## config.mk

```make
export PLATFORM = sky130hd
export DESIGN_NAME = decode_stage
export DESIGN_NICKNAME = d
export VERILOG_FILES = /design/src/rtl/decode_stage.sv
export SDC_FILE = /design/constraint.sdc
export NUM_CORES = 1
export LEC_CHECK = 0
export CORE_MARGIN = 3
export CORE_UTILIZATION = 45
export CTS_BUF_LIST = sky130_fd_sc_hd__clkbuf_4 sky130_fd_sc_hd__clkbuf_8
export CTS_CLUSTER_SIZE = 28
export DETAILED_ROUTE_END_ITERATION = 8
export HOLD_SLACK_MARGIN = 0.15
export PLACE_DENSITY = 0.71
export SLEW_MARGIN = 5
export SYNTH_ARGS = -nofsm -noshare
export SYNTH_HDL_FRONTEND = slang
export SYNTH_SLANG_ARGS = --single-unit
export TNS_END_PERCENT = 10
```

## constraint.sdc

```tcl
create_clock -name clk -period 15.4 [get_ports clk]
set_input_delay 3.08 -clock clk [delete_from_list [all_inputs] [get_ports clk]]
set_output_delay 3.08 -clock clk [all_outputs]
set_load 0.03 [all_outputs]
```

## src/rtl/decode_stage.sv

```systemverilog
// RV32I/RV64I decode stage (optional M) feeding a DEPTH-entry FIFO of decoded bundles.
// Latency 1 cycle into an empty FIFO; in_ready drops only when full (no same-cycle bypass).
module decode_fifo #(
  parameter int WIDTH = 8,
  parameter int DEPTH = 2
) (
  input  logic             clk,
  input  logic             rst_n,
  input  logic             flush,
  input  logic             push,
  input  logic             pop,
  input  logic [WIDTH-1:0] din,
  output logic [WIDTH-1:0] dout,
  output logic             full,
  output logic             empty
);
  localparam int AW = (DEPTH > 1) ? $clog2(DEPTH) : 1;
  localparam int CW = $clog2(DEPTH + 1);
  localparam logic [AW-1:0] LAST = AW'(DEPTH - 1);
  localparam logic [CW-1:0] FULL_CNT = CW'(DEPTH);

  logic [WIDTH-1:0] mem_q [DEPTH];
  logic [WIDTH-1:0] mem_d [DEPTH];
  logic [AW-1:0]    wptr_q, wptr_d, rptr_q, rptr_d;
  logic [CW-1:0]    cnt_q, cnt_d;
  logic             do_push, do_pop;

  assign full    = (cnt_q == FULL_CNT);
  assign empty   = (cnt_q == '0);
  assign dout    = mem_q[rptr_q];
  assign do_push = push && !full;
  assign do_pop  = pop && !empty;

  // Flush wins over any same-cycle push or pop.
  always_comb begin
    mem_d  = mem_q;
    wptr_d = wptr_q;
    rptr_d = rptr_q;
    cnt_d  = cnt_q;
    if (flush) begin
      wptr_d = '0;
      rptr_d = '0;
      cnt_d  = '0;
    end else begin
      if (do_push) begin
        mem_d[wptr_q] = din;
        wptr_d = (wptr_q == LAST) ? '0 : wptr_q + 1'b1;
      end
      if (do_pop) begin
        rptr_d = (rptr_q == LAST) ? '0 : rptr_q + 1'b1;
      end
      if (do_push && !do_pop) begin
        cnt_d = cnt_q + 1'b1;
      end else if (do_pop && !do_push) begin
        cnt_d = cnt_q - 1'b1;
      end
    end
  end

  always_ff @(posedge clk) begin
    mem_q <= mem_d;
  end

  always_ff @(posedge clk or negedge rst_n) begin
    if (!rst_n) begin
      wptr_q <= '0;
      rptr_q <= '0;
      cnt_q  <= '0;
    end else begin
      wptr_q <= wptr_d;
      rptr_q <= rptr_d;
      cnt_q  <= cnt_d;
    end
  end
endmodule

module decode_stage #(
  parameter int XLEN     = 32,
  parameter int ENABLE_M = 0,
  parameter int DEPTH    = 2
) (
  input  logic            clk,
  input  logic            rst,
  input  logic            flush,
  input  logic            in_valid,
  output logic            in_ready,
  input  logic [31:0]     in_instr,
  input  logic [XLEN-1:0] in_pc,
  output logic            out_valid,
  input  logic            out_ready,
  output logic [XLEN-1:0] out_pc,
  output logic [4:0]      rs1,
  output logic [4:0]      rs2,
  output logic [4:0]      rd,
  output logic [XLEN-1:0] imm,
  output logic [2:0]      ImmType,
  output logic            PCtoRegSrc,
  output logic [3:0]      ALUType,
  output logic [2:0]      BType,
  output logic [1:0]      PCSrc,
  output logic            MemWrite,
  output logic            MemRead,
  output logic            RDSrc,
  output logic            MemtoRegSrc,
  output logic            ALUSrc,
  output logic            RegWrite,
  output logic [2:0]      DataSize,
  output logic            is_mul,
  output logic [2:0]      mul_op,
  output logic            illegal
);
  typedef struct packed {
    logic [XLEN-1:0] pc;
    logic [XLEN-1:0] imm;
    logic [4:0]      rs1;
    logic [4:0]      rs2;
    logic [4:0]      rd;
    logic [2:0]      imm_type;
    logic            pc_to_reg_src;
    logic [3:0]      alu_type;
    logic [2:0]      b_type;
    logic [1:0]      pc_src;
    logic            mem_write;
    logic            mem_read;
    logic            rd_src;
    logic            mem_to_reg_src;
    logic            alu_src;
    logic            reg_write;
    logic [2:0]      data_size;
    logic            is_mul;
    logic [2:0]      mul_op;
    logic            illegal;
  } bundle_t;

  localparam logic [2:0] IMM_NONE = 3'd0, IMM_I = 3'd1, IMM_S = 3'd2,
                         IMM_B = 3'd3, IMM_U = 3'd4, IMM_J = 3'd5;

  bundle_t            dec, head, vis;
  logic [4:0]         opc;
  logic [2:0]         f3;
  logic [6:0]         f7;
  logic               ill;
  logic signed [31:0] imm32;
  logic               fifo_full, fifo_empty;

  always_comb begin
    opc = in_instr[6:2];
    f3  = in_instr[14:12];
    f7  = in_instr[31:25];
    ill = 1'b0;
    dec = '0;
    dec.pc     = in_pc;
    dec.rs1    = in_instr[19:15];
    dec.rs2    = in_instr[24:20];
    dec.rd     = in_instr[11:7];
    dec.b_type = 3'b010;
    if (in_instr[1:0] != 2'b11) begin
      ill = 1'b1;
    end else begin
      case (opc)
        5'b01100: begin
          dec.alu_src   = 1'b1;
          dec.reg_write = 1'b1;
          if (f7 == 7'b0000000) begin
            dec.alu_type = {1'b0, f3};
          end else if (f7 == 7'b0100000 && (f3 == 3'b000 || f3 == 3'b101)) begin
            dec.alu_type = {1'b1, f3};
          end else if (f7 == 7'b0000001 && ENABLE_M != 0) begin
            dec.is_mul = 1'b1;
            dec.mul_op = f3;
          end else begin
            ill = 1'b1;
          end
        end
        5'b00100: begin
          dec.imm_type  = IMM_I;
          dec.reg_write = 1'b1;
          dec.alu_type  = {(f3 == 3'b101) && in_instr[30], f3};
          // RV64 shifts carry a 6-bit shamt, so only instr[31:26] is the funct field.
          if (XLEN == 64) begin
            if (f3 == 3'b001 && in_instr[31:26] != 6'b000000) ill = 1'b1;
            if (f3 == 3'b101 && in_instr[31:26] != 6'b000000 && in_instr[31:26] != 6'b010000) ill = 1'b1;
          end else begin
            if (f3 == 3'b001 && f7 != 7'b0000000) ill = 1'b1;
            if (f3 == 3'b101 && f7 != 7'b0000000 && f7 != 7'b0100000) ill = 1'b1;
          end
        end
        5'b00000: begin
          dec.imm_type       = IMM_I;
          dec.mem_read       = 1'b1;
          dec.mem_to_reg_src = 1'b1;
          dec.reg_write      = 1'b1;
          dec.data_size      = f3;
          if (f3 == 3'b111 || ((f3 == 3'b011 || f3 == 3'b110) && XLEN != 64)) ill = 1'b1;
        end
        5'b01000: begin
          dec.imm_type  = IMM_S;
          dec.mem_write = 1'b1;
          dec.data_size = f3;
          if (f3[2] || (f3 == 3'b011 && XLEN != 64)) ill = 1'b1;
        end
        5'b11000: begin
          dec.imm_type = IMM_B;
          dec.b_type   = f3;
          dec.alu_type = {1'b0, f3};
          dec.pc_src   = 2'd3;
          if (f3 == 3'b010 || f3 == 3'b011) ill = 1'b1;
        end
        5'b11001: begin
          dec.imm_type  = IMM_I;
          dec.pc_src    = 2'd2;
          dec.rd_src    = 1'b1;
          dec.reg_write = 1'b1;
          dec.b_type    = 3'b000;
          if (f3 != 3'b000) ill = 1'b1;
        end
        5'b11011: begin
          dec.imm_type  = IMM_J;
          dec.pc_src    = 2'd1;
          dec.rd_src    = 1'b1;
          dec.reg_write = 1'b1;
          dec.alu_type  = 4'hf;
        end
        5'b00101: begin
          dec.imm_type      = IMM_U;
          dec.pc_to_reg_src = 1'b1;
          dec.rd_src        = 1'b1;
          dec.reg_write     = 1'b1;
          dec.alu_type      = 4'hf;
        end
        5'b01101: begin
          dec.imm_type  = IMM_U;
          dec.reg_write = 1'b1;
          dec.alu_type  = 4'hf;
        end
        default: ill = 1'b1;
      endcase
    end

    case (dec.imm_type)
      IMM_I:   imm32 = {{20{in_instr[31]}}, in_instr[31:20]};
      IMM_S:   imm32 = {{20{in_instr[31]}}, in_instr[31:25], in_instr[11:7]};
      IMM_B:   imm32 = {{20{in_instr[31]}}, in_instr[7], in_instr[30:25], in_instr[11:8], 1'b0};
      IMM_U:   imm32 = {in_instr[31:12], 12'b0};
      IMM_J:   imm32 = {{12{in_instr[31]}}, in_instr[19:12], in_instr[20], in_instr[30:21], 1'b0};
      default: imm32 = '0;
    endcase
    dec.imm = XLEN'(imm32);

    // Illegal bundles still flow down the pipe but must not cause side effects.
    if (ill) begin
      dec.illegal   = 1'b1;
      dec.reg_write = 1'b0;
      dec.mem_write = 1'b0;
      dec.mem_read  = 1'b0;
      dec.pc_src    = 2'd0;
    end
  end

  decode_fifo #(.WIDTH($bits(bundle_t)), .DEPTH(DEPTH)) u_fifo (
    .clk   (clk),
    .rst_n (rst),
    .flush (flush),
    .push  (in_valid && in_ready),
    .pop   (out_valid && out_ready),
    .din   (dec),
    .dout  (head),
    .full  (fifo_full),
    .empty (fifo_empty)
  );

  assign in_ready  = !fifo_full;
  assign out_valid = !fifo_empty;
  assign vis       = fifo_empty ? '0 : head;

  assign out_pc      = vis.pc;
  assign rs1         = vis.rs1;
  assign rs2         = vis.rs2;
  assign rd          = vis.rd;
  assign imm         = vis.imm;
  assign ImmType     = vis.imm_type;
  assign PCtoRegSrc  = vis.pc_to_reg_src;
  assign ALUType     = vis.alu_type;
  assign BType       = vis.b_type;
  assign PCSrc       = vis.pc_src;
  assign MemWrite    = vis.mem_write;
  assign MemRead     = vis.mem_read;
  assign RDSrc       = vis.rd_src;
  assign MemtoRegSrc = vis.mem_to_reg_src;
  assign ALUSrc      = vis.alu_src;
  assign RegWrite    = vis.reg_write;
  assign DataSize    = vis.data_size;
  assign is_mul      = vis.is_mul;
  assign mul_op      = vis.mul_op;
  assign illegal     = vis.illegal;
endmodule

```

==> run summary <==
Fin Setup TNS: 0 ps
RSZ-0062 raised after global routing: no
Yosys warnings: 0
Final wirelength: 19400 um
Row cnt: 50
Die area: 21200 um2
CP top delay family: buffers and inverters
Final Critical Period: 6530 ps
# Post-CTS Setup Buffers: 0
Hold buffers post-CTS: 0
Vias: 5562
Initial antenna violation count: 0
Nets: 854
Via/cell ratio: 5.20
Cells along the critical path: buf_4 -> mux2i_1 -> nor2_1 -> clkdlybuf4s50_1
Placer Congestion: 0.878
Vias in the first global route: 5655
First-pass GRT wire length: 30300 um
Multi-input combinational cell area: 2390 um2
Fin. max-slew vios: 0
Final hold slack: 582 ps
Share of layout cells above drive strength 1: 9.01%
Overflow after GRT: 0
Post-synth EDFFs: 204
Die X: 146 um
Critical path class: reg -> out
Filler instances: 1477
Worst hold path class: reg -> reg
Initial Utilization: 46.3%
Netlist Area Pre-Place: 8780 um2
Register Area: 6230 um2
Cell with the largest stage delay on the worst path: dfrtp_4
Worst Path Buf+Inv: 2
LEAKAGE: 3.98 nW
Largest area contributor in the netlist: edfxtp_1
Mapped Cells: 604
Placed wire-length estimate: 12800 um
Top FF cell, synth: edfxtp_1
Yosys top cell area share: 69.8%
Area Overhead vs Synth: 29.7%
Max clock buf depth: 3
Gr usage total: 17.8%
Power, Total: 1.30 mW
H-tree lvl count: 2
Wire per inst: 18.1 um
CTS resizes: 0
Hold path depth: 2
FF+latch count, synth: 208
TritonRoute pass-1 iters: 6
Period utilisation layout: 42.4%
Critical Path RT: 12320 ps
Input/output buffers: 172
Unique masters post-synth: 54
Diode count: 0
Synth top area cells: edfxtp_1 (70%), mux2i_1 (12%), nor2_1 (5.3%)
Final Hold Viols: 0
CP Depth: 4
Peak VDD IR: 0.0675 mV
TritonCTS clock tree: built
Least-Margin Pin Slew: 1020 ps
Clock slew at reported path FFs: 60 ps
P per Cell Area: 114 nW/um2
Critical path arrival: 3450 ps
Setup crit end kind: output port
Relative slew slack: 32.2%
Asr flop ratio synth: 1.92%
Worst Skew: 19.8 ps
Die Height: 146 um
Initial DRC Count: 371
Final ANT Viol Nets: 0
Clk sinks: 208
Ports: 177
FF-to-FF path depth: 5
Fmax: 153 MHz
Root Buffer Master: clkbuf_8
Status: completed
Final setup violation count: 0
Largest net degree at the start of global routing: 75
Avg Cell Area, Syn: 14.5 um2
Clock buffer count from CTS: 35
Worst skew pair latency: 500 ps
Startpoint type of the worst setup path: register
Register area share after synthesis: 70.9%
Residual DRC: 0
Core Area: 19000 um2
CP Max Fanout: 54
Slowest Stage Delay on Critical Path: 1010 ps
Max-Cap Viols: 0
==> sequential cells by signal, indices dropped and copies added, names as in the netlist <==
register       flops
u_fifo.wptr_q      1
u_fifo.mem_q     204
u_fifo.rptr_q      1
u_fifo.cnt_q       2
==> final timing paths <==
| kind | startpoint | end | slack, ps |
|---|---|---|---|
| setup reg to reg | u_fifo.cnt_q[0] | u_fifo.mem_q[91] | 12790 |
| hold / removal | u_fifo.wptr_q | u_fifo.wptr_q | 580 |
| max in group asynchronous | rst | u_fifo.rptr_q | 12400 |
| hold reg to reg | u_fifo.wptr_q | u_fifo.wptr_q | 580 |
| setup / recovery | u_fifo.rptr_q | imm[13] | 8870 |
| min in group asynchronous | rst | u_fifo.rptr_q | 2800 |
==> cells in the mapped netlist, types with 2 or more instances <==
cell	number
edfxtp_1	204
nor2_1	124
mux2i_1	103
clkbuf_1	23
a21o_1	19
nor3_1	10
and2_1	9
nand2_1	9
a21oi_1	8
buf_1	7
a22o_1	5
nor4_1	5
a211oi_1	4
buf_2	4
buf_4	4
dfrtp_1	4
inv_1	4
nand2b_1	4
nor3b_1	3
nor4b_1	3
xor2_1	3
a211o_1	2
and3_1	2
and4_1	2
nand3_1	2
nand3b_1	2
nor2b_1	2
o211ai_1	2
o21a_1	2
o21ai_0	2
or2_2	2
or3_1	2
or3b_2	2
==> worst min-delay path, delay by kind of cell (launching register included) <==
kind / cells / cell delay [ps]
XOR/XNOR: 1 / 80
flip-flops: 1 / 380
AND/OR/NAND/NOR: 1 / 80
==> final cells by class <==
| class | instances | share of cell area (%) |
|---|---|---|
| repair buffers | 180 | 15.6 |
| flip-flops and latches | 208 | 54.7 |
| inverters | 5 | 0.165 |
| clock buffers | 46 | 5.06 |
| clock inverters | 16 | 0.593 |
| multi-input cells | 355 | 21.0 |
| well taps | 260 | 2.86 |
==> metal layers <==
metal  track usage [%]  vias to the layer above  routed length, um
met3              4.73                       26               1370
met1              24.7                     2687               8770
met4              4.56                        0                256
li1                  -                     2608                  -
met2              28.2                      241               8970
met5                 0                        -                  0
==> power breakdown <==
group	switching [mW]	internal (mW)
combinational	0.121	0.0839
sequential	0.0114	0.645
clock	0.198	0.244
==> cells in the final DEF, fill, tap and decap left out, types with 3 or more instances in the layout <==
| master | count |
|---|---|
| edfxtp_1 | 204 |
| clkdlybuf4s50_1 | 172 |
| nor2_1 | 123 |
| mux2i_1 | 103 |
| clkbuf_8 | 37 |
| a21o_1 | 19 |
| clkinv_1 | 11 |
| nand2_1 | 9 |
| nor3_1 | 9 |
| and2_1 | 9 |
| clkbuf_4 | 9 |
| a21oi_1 | 8 |
| buf_4 | 8 |
| clkinv_2 | 6 |
| a22o_1 | 5 |
| nor4_1 | 5 |
| nand2b_1 | 4 |
| inv_1 | 4 |
| a211oi_1 | 4 |
| conb_1 | 4 |
| nor4b_1 | 3 |
| xor2_1 | 3 |
| dfrtp_1 | 3 |
==> kinds of logic after synthesis <==
kind of cell,synth area share [%]
AND/OR/NAND/NOR,10.1
multiplexers,11.7
flip-flops,70.9
AO/OA/AOI/OAI,4.69
buffers and inverters,2.19
XOR/XNOR,0.299
other,0.0427
==> metrics by stage <==
step                      utilization [%]  setup WS (ps)  instance area [um2]  std cells
after CTS                            60.1           8770                11400       1070
after global routing                 60.1           8660                11400       1070
after floorplan                         -           4060                 8790        607
after detailed placement             56.7           9320                10700       1008
final                                60.1           8870                11400       1070
after global placement               56.7           9350                10700       1008
Power figures use the tool's default switching activity.
